===== src/rtl/npc_ras_unit.sv =====
// npc_ras_unit: next-PC selection for the fetch stage, plus a small circular
// return-address stack (RAS) that predicts the targets of returns.
//
// Ports:
//   clk          in   sole clock; all state changes on its rising edge
//   reset        in   asynchronous, active-high
//   stall        in   freezes pc_f and the stack while high
//   npc_op       in   3'b000 plus4, 001 branch, 010 jump, 011 jumpreg,
//                     100 call, 101 return, 110/111 reserved (plus4)
//   branch_taken in   branch compare result from the D stage
//   offset       in   sign-extended 16-bit immediate (word offset)
//   instr_index  in   J-type target field
//   reg_data     in   forwarded rs value (jumpreg / return target)
//   pc_d         in   PC of the instruction in the D stage
//   pc_f         out  registered fetch PC
//   npc          out  combinational next PC
//   ras_miss     out  combinational; return target differs from stack top
//   ras_count    out  registered number of valid stack entries
module npc_ras_unit #(
  parameter logic [31:0] RESET_PC  = 32'h0000_3000,
  parameter int          RAS_DEPTH = 4
) (
  input  logic                           clk,
  input  logic                           reset,
  input  logic                           stall,
  input  logic [2:0]                     npc_op,
  input  logic                           branch_taken,
  input  logic [31:0]                    offset,
  input  logic [25:0]                    instr_index,
  input  logic [31:0]                    reg_data,
  input  logic [31:0]                    pc_d,
  output logic [31:0]                    pc_f,
  output logic [31:0]                    npc,
  output logic                           ras_miss,
  output logic [$clog2(RAS_DEPTH+1)-1:0] ras_count
);

  localparam int PW = (RAS_DEPTH > 1) ? $clog2(RAS_DEPTH) : 1;
  localparam int CW = $clog2(RAS_DEPTH + 1);

  localparam logic [2:0] OP_PLUS4   = 3'b000;
  localparam logic [2:0] OP_BRANCH  = 3'b001;
  localparam logic [2:0] OP_JUMP    = 3'b010;
  localparam logic [2:0] OP_JUMPREG = 3'b011;
  localparam logic [2:0] OP_CALL    = 3'b100;
  localparam logic [2:0] OP_RETURN  = 3'b101;

  // Stack entries are never reset: nothing reads them while ras_count is 0.
  logic [31:0] stack [RAS_DEPTH];
  // ptr indexes the current top entry.
  logic [PW-1:0] ptr;

  logic [31:0] plus4;
  logic [31:0] branch_target;
  logic [31:0] jump_target;
  logic        do_push;
  logic        do_pop;

  // Pointer increment with explicit wrap so non-power-of-two depths work.
  function automatic logic [PW-1:0] ptr_inc(input logic [PW-1:0] p);
    if (p == PW'(RAS_DEPTH - 1)) begin
      return {PW{1'b0}};
    end else begin
      return p + {{(PW-1){1'b0}}, 1'b1};
    end
  endfunction

  // Pointer decrement with explicit wrap.
  function automatic logic [PW-1:0] ptr_dec(input logic [PW-1:0] p);
    if (p == {PW{1'b0}}) begin
      return PW'(RAS_DEPTH - 1);
    end else begin
      return p - {{(PW-1){1'b0}}, 1'b1};
    end
  endfunction

  assign plus4         = pc_f + 32'd4;
  assign branch_target = pc_d + 32'd4 + (offset << 2);
  assign jump_target   = {pc_d[31:28], instr_index, 2'b00};

  assign do_push = (npc_op == OP_CALL);
  // A return on an empty stack leaves pointer and count untouched.
  assign do_pop  = (npc_op == OP_RETURN) && (ras_count != {CW{1'b0}});

  // Next-PC selection; the register value always wins on return, the stack
  // only flags whether its prediction would have been right.
  always_comb begin
    npc      = plus4;
    ras_miss = 1'b0;
    case (npc_op)
      OP_PLUS4: begin
        npc = plus4;
      end
      OP_BRANCH: begin
        if (branch_taken) begin
          npc = branch_target;
        end else begin
          npc = plus4;
        end
      end
      OP_JUMP, OP_CALL: begin
        npc = jump_target;
      end
      OP_JUMPREG: begin
        npc = reg_data;
      end
      OP_RETURN: begin
        npc = reg_data;
        if (ras_count != {CW{1'b0}}) begin
          ras_miss = (stack[ptr] != reg_data);
        end else begin
          ras_miss = 1'b0;
        end
      end
      default: begin
        npc = plus4;
      end
    endcase
  end

  // Fetch PC, stack pointer and valid count.
  always_ff @(posedge clk or posedge reset) begin
    if (reset) begin
      pc_f      <= RESET_PC;
      ras_count <= {CW{1'b0}};
      ptr       <= {PW{1'b0}};
    end else if (!stall) begin
      pc_f <= npc;
      if (do_push) begin
        ptr <= ptr_inc(ptr);
        // Full stack: the slot above top is the oldest entry, so the
        // overwrite is implicit and the count saturates.
        if (ras_count != CW'(RAS_DEPTH)) begin
          ras_count <= ras_count + {{(CW-1){1'b0}}, 1'b1};
        end
      end else if (do_pop) begin
        ptr       <= ptr_dec(ptr);
        ras_count <= ras_count - {{(CW-1){1'b0}}, 1'b1};
      end
    end
  end

  // Stack storage: a call writes its return address into the slot above top.
  always_ff @(posedge clk) begin
    if (!reset && !stall && do_push) begin
      stack[ptr_inc(ptr)] <= pc_d + 32'd8;
    end
  end

endmodule


===== config.mk =====
export PLATFORM = sky130hd
export DESIGN_NAME = npc_ras_unit
export DESIGN_NICKNAME = d
export VERILOG_FILES = /design/src/rtl/npc_ras_unit.sv
export SDC_FILE = /design/constraint.sdc
export NUM_CORES = 1
export LEC_CHECK = 0
export ABC_AREA = 1
export BUFFER_PORTS_ARGS = -buffer_cell sky130_fd_sc_hd__clkbuf_2
export CAP_MARGIN = 20
export CORE_UTILIZATION = 25
export DETAILED_ROUTE_END_ITERATION = 8
export PLACE_DENSITY_LB_ADDON = 0.3
export SYNTH_ARGS = -nofsm -noshare
export SYNTH_HDL_FRONTEND = slang
export SYNTH_SLANG_ARGS = --single-unit

===== constraint.sdc =====
create_clock -name clk -period 6.2 [get_ports clk]
set_input_delay 1.24 -clock clk [delete_from_list [all_inputs] [get_ports clk]]
set_output_delay 1.24 -clock clk [all_outputs]
set_load 0.005 [all_outputs]

==> metrics.yaml, run 1 <==
power:
  switching_share: 0.424
  fin_total_pwr_mw: 3.97
  powerDensity_nw_per_um2: 276
  p_sw_mw: 1.68
  internal_power_mw: 2.28
  p_leak_nw: 6.87
  clkPwrFrac: 0.263
  p_seq_frac: 0.344
  comb_power_share: 0.393
  ir_worst_vdd_mv: 0.165
place:
  place_hpwl_um: 37800
  gp_congestion: 0.915
  port_buffers: 194
run_status:
  status: "finished, final reports clean"
sta:
  fin_skew_ps: 12.1
  fmax_mhz: 199
  setup_viol: 0
  fin_crit_sh: 0.812
  fin_tns_setup_ps: 0
  worst_pin_slew_ps: 950
  min_period_ps: 5030
  slew_violations: 0
  hold_violations: 0
  relSlewSlack: 0.360
  rsz0062_at_grt: "no"
routing:
  antenna_left: 0
  dr_wl_met2_um: 20300
  route.detailed.drc: 0
  firstDrtPassIters: 5
  drt_iter0_markers: 1071
  viasPerCell: 4.72
  met3WireLength_um: 3620
  avgRoutedWirePerCell_um: 19.2
  vias: 11600
  routed.top_layer: "met4"
  wl_um: 47200
  drt-met1-wl_um: 22400
synthesis:
  synth_top_area_cell: "edfxtp_1"
  synth_top_family_by_area: "simple AND/OR/NAND/NOR gates"
  synth_simple_gate_area_frac: 0.360
  yosys-top-cells-area: "edfxtp_1, nand2_1, nand3_1, dfrtp_1, ha_1"
  synthMostInstantiatedCell: "nand2_1"
  yosysWarnings: 0
  synth_xor_area_frac: 0.0438
  synth_top_area_share: 0.315
  synth_compound_area_frac: 0.0528
  synthAdderAreaFrac: 0.0690
  synthFlopType: "edfxtp_1"
  ys_top_cells_by_count: "nand2_1, inv_1, nand3_1"
  syn-num-nets: 1843
  synth_edf_count: 128
  synthCells: 1648
  synth-seq-cells: 165
  yosys.cell_types.count: 54
  async_reset_ff_frac: 0.224
  ys_seq_area_frac: 0.392
  synth_area_um2: 12200
  syn_avg_cell_area_um2: 7.40
  muxShareOfSynthArea: 0.000924
floorplan:
  die-area_um2: 49600
  core_area_um2: 47900
  die_h_um: 223
  initial_core_util: 0.254
  ios: 197
  placementRows: 80
  die_w_um: 223
worst_setup_path:
  worstPathRequired_ps: 4960
  crit_fanout: 5
  startpoint: "pc_d[2]"
  worst-path-buf-inv: 6
  cp.arrival_ps: 3790
  ff2ff_setup_slack_ps: 3800
  slowest_delay_ps: 360
  startpoint_type: "input pin"
  r2r-end: "stack[1][20]"
  path_delay_family: "simple AND/OR/NAND/NOR gates"
  worst_setup_path_end_kind: "primary output"
  cp_slowest_cell: "fa_1"
  worst-r2r-cell-count: 6
  worstSetupPathType: "in -> out"
  reg2reg_from: "ptr[1]"
  crit_chain: "clkbuf_2, inv_1, ha_1, inv_1, ha_1, inv_1, fa_1, inv_1, nand3_1, nand3_1, nand3_1, nand3_1, a21oi_1, o21ai_0, nand2_1, nand4_1, clkbuf_2"
clock_network:
  cts_buffer_depth: 2
  htree_levels: 4
  clkSinkCount: 165
  cts_setup_buffers: 0
  cts_tree: "yes"
  clock_latency_ps: 440
  cts.reportedPaths.clkPinSlew_ps: 60
  cts_hold_buf: 0
  cts_root_buf: "clkbuf_16"
  post_cts_resized: 0
  cts_buffers: 17
grt:
  grt_pass1_vias: 10900
  grt_max_degree: 51
  grt_usage: 0.190
  antenna_found_initial: 2
  grt_pass1_wl_um: 69500
  gr-total-overflow: 0
hold_path:
  min_to: "pc_f[12]"
  hold_path.class: "reg -> reg"
  min_from: "pc_f[12]"
  min_path_cells: 2
cells_and_area:
  area_growth_pct: 18.1
  layout-drive-gt1-share: 0.165
  fin_nets: 2025
flow_run:
  drv_cap: 0
stage by stage:
step	utilization	hold WS, ps	instances	instance area (um2)	worst slack, ps
floorplan	-	475	1648	12200	2020
finish	0.300	512	2459	14400	1170
detailed placement	0.288	500	2426	13800	1220
global placement	0.288	501	2426	13800	1240
global route	0.300	541	2458	14400	937
CTS	0.300	510	2458	14400	1200
layout make-up:
cell class / count / area (um2)
clock inverter: 15 / 140
inverter: 212 / 796
timing repair buffer: 206 / 1060
tap: 615 / 769
clock buffer: 17 / 425
sequential: 165 / 4770
multi-input combinational: 1228 / 6430
antenna: 1 / 2.50
fill: 5240 / 33500
sequential cells by signal, summed over array words and instances, names as in the netlist:
name       flops
pc_f          32
ptr            2
ras_count      3
stack        128
cell families after synthesis:
family | Yosys count
fa+ha+maj | 66
simple gates | 989
compound gates | 111
mux | 1
xor+xnor | 61
buf+inv | 255
flops | 165
worst max path at each step:
stage / end / slack, ps / cells past startpoint
6_report: npc[15] / 1170 / 17
3_3_place_gp: npc[31] / 1240 / 18
2_1_floorplan: npc[19] / 2020 / 16
4_1_cts: npc[31] / 1200 / 18
3_5_place_dp: npc[31] / 1220 / 18
5_1_grt: npc[23] / 940 / 18
power groups by stage:
stage | combinational, mW | sequential (mW) | clock (mW)
2_1_floorplan | 0.996 | 1.35 | 0
3_3_place_gp | 1.54 | 1.39 | 0
3_5_place_dp | 1.55 | 1.39 | 0
4_1_cts | 1.56 | 1.36 | 1.05
5_1_grt | 1.74 | 1.38 | 1.09
6_report | 1.56 | 1.36 | 1.04
worst min-delay path, stage by stage, from the launching register on:
cell and delay [ps]:
dfstp_2 400, nand2_1 60, nand2_1 50
layer usage:
layer,GRT usage,up-vias
met3,0.0383,37
met5,0,-
met4,0.0454,0
met1,0.272,5431
met2,0.292,416
li1,-,5728
cell usage in the layout (no fill, tap or decap), drive strengths merged, types with 4 or more instances in the layout:
cell type	synthesis	routed
a21oi	38	38
buf	24	12
clkbuf	19	211
clkinv	1	8
dfrtp	35	35
edfxtp	128	128
ha	64	64
inv	211	218
nand2	611	611
nand3	198	198
nand3b	11	11
nand4	24	24
nor2	112	112
nor3	23	23
o211ai	6	6
o21ai	44	44
o21bai	4	4
o22ai	5	5
or2	7	7
xnor2	13	13
xor2	48	48
Power figures use the tool's default switching activity.
==> run 2, diff against run 1 <==
==> constraint.sdc (replaced) <==
create_clock -name clk -period 4 [get_ports clk]
set_input_delay 0.8 -clock clk [delete_from_list [all_inputs] [get_ports clk]]
set_output_delay 0.8 -clock clk [all_outputs]
set_load 0.005 [all_outputs]
==> metrics.yaml, run 2 (synthesized netlist as in run 1, its figures left out) <==
clock_network:
  htree_levels: 4  # unchanged
  cts_buffers: 17  # unchanged
  cts_hold_buf: 0  # unchanged
  cts.reportedPaths.clkPinSlew_ps: 60  # about the same
  cts_buffer_depth: 2  # unchanged
  clkSinkCount: 165  # unchanged
  cts_root_buf: "clkbuf_16"
  clock_latency_ps: 450  # about the same
  cts_tree: "yes"
routing:
  wl_um: 47200  # about the same
  vias: 11600  # -0.095%
  avgRoutedWirePerCell_um: 19.0  # -1.1%
  route.detailed.drc: 0  # unchanged
  firstDrtPassIters: 6  # +1
  drt_iter0_markers: 1153  # +7.7%
  antenna_left: 0  # unchanged
  viasPerCell: 4.67  # -1.1%
grt:
  grt_usage: 0.190  # about the same
  grt_pass1_vias: 10700  # -1.7%
  grt_pass1_wl_um: 69700  # +0.23%
  antenna_found_initial: 2  # unchanged
  gr-total-overflow: 0  # unchanged
  grt_max_degree: 69  # +35%
cells_and_area:
  area_growth_pct: 20.8
  reg_top3: "stack: 128 flops, pc_f: 32 flops, ras_count: 3 flops"
  largest_reg_flops: 128  # unchanged
  mostFrequentLayoutCell: "nand2_1"
  fin_nets: 2049  # +1.2%
  layout-drive-gt1-share: 0.184  # +0.0182
  top_register: "stack"
  final_cell_mix: "nand2_1, inv_1, clkbuf_2"
worst_setup_path:
  worstPathRequired_ps: 3200  # -1760 ps
  ff2ff_setup_slack_ps: 1740  # -2060 ps
  worstSetupPathType: "in -> out"
  worst-path-buf-inv: 3  # -3
  crit_chain: "clkbuf_2, ha_1, ha_1, nand2_1, inv_1, a21oi_1, nand3_4, a21oi_1, o21ai_0, nand2_1, nand4_1, clkbuf_2"
  r2r-end: "pc_f[20]"
  path_delay_family: "adder cells"
  startpoint_type: "input pin"
  worst-r2r-cell-count: 14  # +8
  reg2reg_from: "pc_f[2]"
  startpoint: "pc_d[14]"
  cp_slowest_cell: "ha_1"
  worst_setup_path_end_kind: "primary output"
  slowest_delay_ps: 400  # +40 ps
  cp.arrival_ps: 3070  # -720 ps
  crit_fanout: 4  # -1
sta:
  worst_slack_ps: 128  # -1040 ps
  setup_viol: 0  # unchanged
  rsz0062_at_grt: "yes"
  fin_skew_ps: 17.6  # +5.52 ps
  min_period_ps: 3870
  relSlewSlack: 0.511  # +0.151
  fin_crit_sh: 0.968
  fmax_mhz: 258
  fin_tns_setup_ps: 0  # unchanged
  slew_violations: 0  # unchanged
  hold_violations: 0  # unchanged
  worst_pin_slew_ps: 733  # -217 ps
place:
  port_buffers: 194  # unchanged
  gp_congestion: 0.912  # -0.28%
  place_hpwl_um: 37900  # +0.21%
  pre_cts_ws_ps: 45.5  # -1180 ps
floorplan:
  initial_core_util: 0.254  # unchanged
  die_w_um: 223  # unchanged
  core_area_um2: 47900  # unchanged
  ios: 197  # unchanged
  die-area_um2: 49600  # unchanged
  die_h_um: 223  # unchanged
  placementRows: 80  # unchanged
run_status:
  status: "finished, final reports clean"
flow_run:
  drv_cap: 0  # unchanged
power:
  ir_worst_vdd_mv: 0.311  # +89%
  p_leak_nw: 7.03  # +2.3%
  powerDensity_nw_per_um2: 431  # +56%
hold_path:
  hold_path.class: "reg -> reg"
  min_to: "pc_f[12]"
  min_path_cells: 2  # unchanged
  min_from: "pc_f[12]"
## run 2: cell count changes in the layout (fill, tap and decap cells not counted), moves of 3 or more
cell | previous run | this run
nor2_2 | 8 | 11
ha_4 | 0 | 3
nor2_1 | 96 | 93
ha_1 | 64 | 59
buf_4 | 12 | 34
nand3_1 | 189 | 185
nand3_2 | 9 | 12
## run 2: layer usage
metal / track usage / vias to the layer above / share of wire
li1: - / 5770 / -
met1: 0.279 / 5372 / 0.48
met2: 0.286 / 429 / 0.43
met3: 0.0389 / 30 / 0.079
met4: 0.0372 / 0 / 0.014
met5: 0 / - / 0
## run 2: final cells by class
| type | instances | area (um2) |
|---|---|---|
| fill | 5155 | 33200 |
| multi-input combinational | 1228 | 6510 |
| sequential | 165 | 4770 |
| timing repair buffer | 230 | 1270 |
| inverter | 212 | 800 |
| tap | 615 | 769 |
| clock buffer | 18 | 429 |
| clock inverter | 14 | 176 |
| antenna | 2 | 5.00 |
## run 2: how the worst max path moves through the flow
stage                  end  slack (ps)  cells after the start
6_report           npc[15]         130                     12
2_1_floorplan  stack[0][0]         300                      3
5_1_grt            npc[20]         -10                     13
3_3_place_gp       npc[31]          60                     18
4_1_cts            npc[31]          30                     18
3_5_place_dp       npc[31]          50                     18
## run 2: timing repair
action                                 CTS  global route
endpoints found under the hold margin    0             0
resized for setup                        0            16
buffers inserted                         0             1
setup endpoints to repair                0            15
## run 2: per-stage QoR
| stage | util | instances | instance area, um2 | power [mW] | hold slack [ps] |
|---|---|---|---|---|---|
| floorplan | - | 1648 | 12200 | 3.63 | 475 |
| global placement | 0.293 | 2449 | 14000 | 4.62 | 504 |
| detailed placement | 0.293 | 2449 | 14000 | 4.64 | 514 |
| CTS | 0.305 | 2481 | 14600 | 6.35 | 524 |
| global route | 0.307 | 2482 | 14700 | 6.76 | 544 |
| finish | 0.307 | 2484 | 14700 | 6.35 | 528 |
## run 2: power breakdown
group	switching [mW]	leakage, nW	internal, mW
clock	0.808	0.296	0.900
combinational	1.72	5.12	0.843
sequential	0.129	1.61	1.95
total	2.66	7.03	3.70
## run 2: worst min-delay path: stages (launching register included)
cell and delay [ps]:
dfstp_2 410, nand2_1 70, nand2_1 50
